### config.mk
export PLATFORM = sky130hd
export DESIGN_NAME = mul_word_x_wide
export DESIGN_NICKNAME = d
export VERILOG_FILES = /design/src/rtl/mul_word_x_wide.sv
export SDC_FILE = /design/constraint.sdc
export NUM_CORES = 2
export LEC_CHECK = 0
export CAP_MARGIN = 10
export CORE_MARGIN = 2
export CORE_UTILIZATION = 23
export CTS_BUF_LIST = sky130_fd_sc_hd__clkbuf_8
export DETAILED_ROUTE_END_ITERATION = 12
export MAX_ROUTING_LAYER = met4
export SLEW_MARGIN = 5
export SYNTH_ARGS = -nofsm -noshare
export SYNTH_HDL_FRONTEND = slang
export SYNTH_SLANG_ARGS = --single-unit
export TNS_END_PERCENT = 1
### constraint.sdc
create_clock -name clk -period 10.51 [get_ports clk]
set_clock_uncertainty 0.15 [all_clocks]
set_input_delay 2.102 -clock clk [delete_from_list [all_inputs] [get_ports clk]]
set_output_delay 2.102 -clock clk [all_outputs]
set_load 0.05 [all_outputs]
### src/rtl/mul_word_x_wide.sv
// Purpose : multi-cycle WORD_W x B_W multiplier, LANES lane products per iteration with a carry word.
// Latency : done pulses ITERS cycles after an accepted start (ITERS = B_W/(WORD_W*LANES)).
// Backpres: start is sampled only in IDLE; start while busy is ignored, never queued.
//
// Ports:
//   clk    - rising-edge clock
//   reset  - asynchronous active-low reset
//   start  - request, accepted only when idle (including the done cycle)
//   a, b   - operands, captured on the accepting edge
//   acc_in - addend captured with a/b (only when MUL_ACC_EN is defined)
//   busy   - high while iterating
//   out    - a*b (+acc_in), valid from the done cycle until the next accepted start
//   done   - one-cycle completion pulse
//
// Optional feature macro: MUL_ACC_EN (multiply-accumulate, out = a*b + acc_in).
module mul_word_x_wide #(
  parameter int WORD_W = 16,
  parameter int B_W    = 256,
  parameter int LANES  = 4
) (
  input  logic                    clk,
  input  logic                    reset,
  input  logic                    start,
  input  logic [WORD_W-1:0]       a,
  input  logic [B_W-1:0]          b,
`ifdef MUL_ACC_EN
  input  logic [B_W-1:0]          acc_in,
`endif
  output logic                    busy,
  output logic [B_W+WORD_W-1:0]   out,
  output logic                    done
);

  localparam int GW    = WORD_W * LANES;        // bits of b consumed per iteration
  localparam int ITERS = B_W / GW;
  localparam int CNT_W = $clog2(ITERS + 1);
  localparam int SW    = WORD_W * (LANES + 1);  // per-step sum width, never overflows
  localparam logic [CNT_W-1:0] LAST_CNT = CNT_W'(ITERS - 1);

  generate
    if ((B_W % GW) != 0 || B_W < GW) begin : g_bad_width
      $error("mul_word_x_wide: B_W must be a nonzero multiple of WORD_W*LANES");
    end
  endgenerate

  typedef enum logic {IDLE, RUN} state_t;

  state_t              state, state_nxt;
  logic                accept, step, last;
  logic [CNT_W-1:0]    count;
  logic [WORD_W-1:0]   carry;
  logic [WORD_W-1:0]   a_q;
  logic [B_W-1:0]      b_q;
`ifdef MUL_ACC_EN
  logic [B_W-1:0]      acc_q;
`endif
  logic [2*WORD_W-1:0] prod [LANES];
  logic [SW-1:0]       sum;

  // State register
  always_ff @(posedge clk or negedge reset) begin
    if (!reset) state <= IDLE;
    else        state <= state_nxt;
  end

  // Next state and step controls
  always_comb begin
    state_nxt = state;
    accept    = 1'b0;
    step      = 1'b0;
    last      = 1'b0;
    case (state)
      IDLE: begin
        if (start) begin
          accept    = 1'b1;
          state_nxt = RUN;
        end
      end
      RUN: begin
        step = 1'b1;
        last = (count == LAST_CNT);
        if (last) state_nxt = IDLE;
      end
      default: state_nxt = IDLE;
    endcase
  end

  // One group step: LANES word products of a_q against the low group of b_q,
  // each shifted into its lane position, plus the carry word from the previous group.
  always_comb begin
    sum = SW'(carry);
    for (int i = 0; i < LANES; i++) begin
      prod[i] = a_q * b_q[WORD_W*i +: WORD_W];
      sum     = sum + (SW'(prod[i]) << (WORD_W * i));
    end
`ifdef MUL_ACC_EN
    sum = sum + SW'(acc_q[GW-1:0]);
`endif
  end

  // Datapath and handshake registers
  always_ff @(posedge clk or negedge reset) begin
    if (!reset) begin
      count <= '0;
      carry <= '0;
      a_q   <= '0;
      b_q   <= '0;
`ifdef MUL_ACC_EN
      acc_q <= '0;
`endif
      out   <= '0;
      busy  <= 1'b0;
      done  <= 1'b0;
    end else begin
      done <= 1'b0;
      if (accept) begin
        a_q   <= a;
        b_q   <= b;
`ifdef MUL_ACC_EN
        acc_q <= acc_in;
`endif
        carry <= '0;
        count <= '0;
        out   <= '0;
        busy  <= 1'b1;
      end else if (step) begin
        // Constant-index slice writes keep the group select a plain decoder.
        for (int g = 0; g < ITERS; g++) begin
          if (count == CNT_W'(g)) out[g*GW +: GW] <= sum[GW-1:0];
        end
        carry <= sum[SW-1 -: WORD_W];
        b_q   <= b_q >> GW;
`ifdef MUL_ACC_EN
        acc_q <= acc_q >> GW;
`endif
        count <= count + CNT_W'(1);
        if (last) begin
          out[B_W +: WORD_W] <= sum[SW-1 -: WORD_W];
          busy               <= 1'b0;
          done               <= 1'b1;
        end
      end
    end
  end

endmodule

==> impl_metrics.ini <==
[layout]
multiInputGateArea_mm2 = 0.0433
nets = 9048
seq_area_mm2 = 0.0142
area_delta_synth_final_pct = 21.9
fillers = 28700
instances_no_fill = 11000
drive_gt1_frac = 0.0738

[logic_synthesis]
syn_inst = 6810
synth_xor_area_frac = 0.0188
synth_edf_count = 0
yosys_warnings = 0
ys.flop_type = dfrtp_1
yosys.area.top_type = fa_1
synth_top_family_by_area = adder cells
seq_area_frac_synth = 0.227
synth_compound_area_frac = 0.0939
ys_async_sr_fraction = 1.00
netlist_area_mm2 = 0.0623
avgSynthCellArea_um2 = 9.14
ys_seq_elements = 566
synth_area_leaders = fa_1 26%, dfrtp_1 23%, ha_1 12%
synthAdderAreaFrac = 0.380
netlist-cell-type-count = 87
synth_mux_area_frac = 0.0428
yosysTopAreaCellShare = 0.260
synth_simple_gate_area_frac = 0.154
syn-num-nets = 8493

[setup_path]
cp-start-kind = register
critPathRequiredTime_ns = 11.18
worstSetupPathType = reg -> reg
cp_num_buf_inv = 9
slowest_stage = fa_1
crit_path_end_kind = register
cp_top_family = adder cells
cp_slowest_stage_delay_ns = 0.53
r2r_slack_ns = 0.32
path_max_fanout = 27
cp.arrival_ns = 10.85

[floorplanning]
pin_count = 549
die_y_um = 524
fp-row-count = 191
design.die.area_mm2 = 0.275
start_util = 0.231
die_x_um = 524
core_region_area_mm2 = 0.270

[grt]
grt_max_degree = 193
grt_pass1_vias = 52600
grt.total_usage = 0.165
overflow = 0
grt_pass1_wl_mm = 334
antenna_found_initial = 41

[sta]
grt_setup_unrepaired = true
finalSetupViolCount = 0
period_share = 0.969
timing_hold_violations_final = 0
worst_pin_slew_ns = 1.22
relSlewSlack = 0.187
period_minus_slack_ns = 10.19
max_freq_mhz = 98.2
whs_ns = 0.324
slew_viol_final = 0

[clock_network]
hold_buffers = 0
clk_pin_slew_worst_paths_ns = 0.06
clock_latency_ns = 1.02
cts.sinks = 566
h-tree-depth = 3
cts-root-buf = clkbuf_8
clockBufferDepth = 4
numCtsBuffers = 118
cts_tree = yes

[placement]
gp_congestion = 0.955
placed_cells = 10800
port_buffers = 548
hpwlAfterDp_mm = 176

[routing]
via_per_inst = 4.55
firstDrtPassIters = 6
ant_nets = 0
post_drt_wl_per_cell_um = 20.2
drtIter0Drc = 3259
drcViolationCount = 0
routed_wl_mm = 223
route.vias.total = 50200

[outcome]
status = completed

[run]
cap_violations = 0

[worst_hold_path]
holdCritPathClass = reg -> reg
worst min-delay path, stage by stage, from the launching register on:
cell and delay, ns:
dfrtp_1 0.34, nand2_1 0.05, o21ai_0 0.06
cells by family (layout without fill, tap and decap cells):
kind of cell,Yosys count,count (layout)
buffers and inverters,1367,2005
AO/OA/AOI/OAI,962,962
multiplexers,266,266
adder cells (fa/ha/maj),1408,1408
flip-flops,566,566
XOR/XNOR,134,134
other,0,28
AND/OR/NAND/NOR,2107,2107
final timing paths:
path,start,to,cells after the start
hold / removal,b_q[69]$_DFFE_PN0P_,b_q[5]$_DFFE_PN0P_,2
min in group asynchronous,reset,carry[0]$_DFFE_PN0P_,1
setup / recovery,a_q[8]$_DFFE_PN0P_,out[263]$_DFFE_PN0P_,40
max in group asynchronous,reset,b_q[79]$_DFFE_PN0P_,3
setup reg to reg,a_q[8]$_DFFE_PN0P_,out[263]$_DFFE_PN0P_,40
hold reg to reg,b_q[69]$_DFFE_PN0P_,b_q[5]$_DFFE_PN0P_,2
per-layer routing:
metal,track usage,up-vias,share of wire
met5,-,-,0
met4,0.0639,0,0.043
met3,0.0298,390,0.064
met2,0.268,1572,0.48
met1,0.203,25500,0.42
li1,-,22800,-
metrics by stage:
step / utilization / setup WS, ns / setup TNS [ns] / cell area (um^2)
6_report: 0.281 / 0.324 / 0 / 75900
5_1_grt: 0.281 / -0.0737 / -0.518 / 75900
4_1_cts: 0.279 / 0.0173 / 0 / 75300
3_5_place_dp: 0.270 / -0.208 / -1.21 / 72900
3_3_place_gp: 0.270 / -0.0914 / -0.549 / 72900
2_1_floorplan: - / 0.560 / 0 / 62300
state kept, by name, indices dropped and copies added (netlist names):
signal / flops
b_q: 256
carry: 16
count: 3
done: 1
busy: 1
state: 1
a_q: 16
out: 272
cell usage after synthesis, drive strengths merged, types with 6 or more instances:
library cell and instances:
nor2b 18, o2111ai 6, nor3b 7, or3 14
a211oi 30, nand2 1232, a21oi 220, mux2i 266
o211ai 13, a32o 10, clkbuf 370, dfrtp 566
and2 444, inv 974, buf 23, nand3 81
and3 24, nor2 177, a2111oi 8, a221oi 10
a21o 65, o21ai 424, fa 808, nand2b 16
o31ai 18, xnor2 89, nor3 35, a31oi 23
o21bai 30, ha 600, a22o 33, nand4 23
a21boi 6, xor2 45, o21a 25
cell usage in the layout (no fill, tap or decap), types with 10 or more instances in the layout:
master | Yosys | layout
a211oi_1 | 28 | 25
a21o_1 | 65 | 65
a21oi_1 | 219 | 213
a22o_1 | 33 | 33
a31oi_1 | 22 | 22
a32o_1 | 10 | 10
and2_1 | 443 | 444
and3_1 | 24 | 24
buf_4 | 0 | 257
clkbuf_8 | 0 | 144
clkdlybuf4s50_1 | 0 | 546
clkinv_2 | 0 | 12
dfrtp_1 | 566 | 548
dfrtp_2 | 0 | 14
diode_2 | 0 | 28
fa_1 | 808 | 807
ha_1 | 600 | 593
inv_1 | 974 | 1010
mux2i_1 | 266 | 266
nand2_1 | 1232 | 1227
nand2b_1 | 16 | 15
nand3_1 | 81 | 81
nand4_1 | 23 | 23
nor2_1 | 176 | 168
nor2b_1 | 18 | 17
nor3_1 | 35 | 30
o211ai_1 | 13 | 13
o21a_1 | 25 | 25
o21ai_0 | 417 | 412
o21ai_1 | 6 | 11
o21bai_1 | 30 | 30
o31ai_1 | 16 | 14
or3_1 | 14 | 13
xnor2_1 | 89 | 85
xor2_1 | 45 | 44
final cells by class:
cell class              instances  area share
repair buffers                828       0.103
clock inverters                59     0.00491
diodes                         28    0.000923
multi-input cells            4877       0.571
well taps                    3570      0.0589
inverters                     974      0.0482
flip-flops and latches        566       0.187
clock buffers                 144      0.0261
repair_timing:
action,in CTS,in global routing
hold endpoints to repair,0,0
gates cloned,0,1
pin swaps,0,13
endpoints found under the setup margin,27,84
gates resized for setup,8,76
buffers inserted,0,12
Power is left out: the tool's default activity adds up to more than one toggle a clock period on the data nets, which glitch-free logic cannot reach.
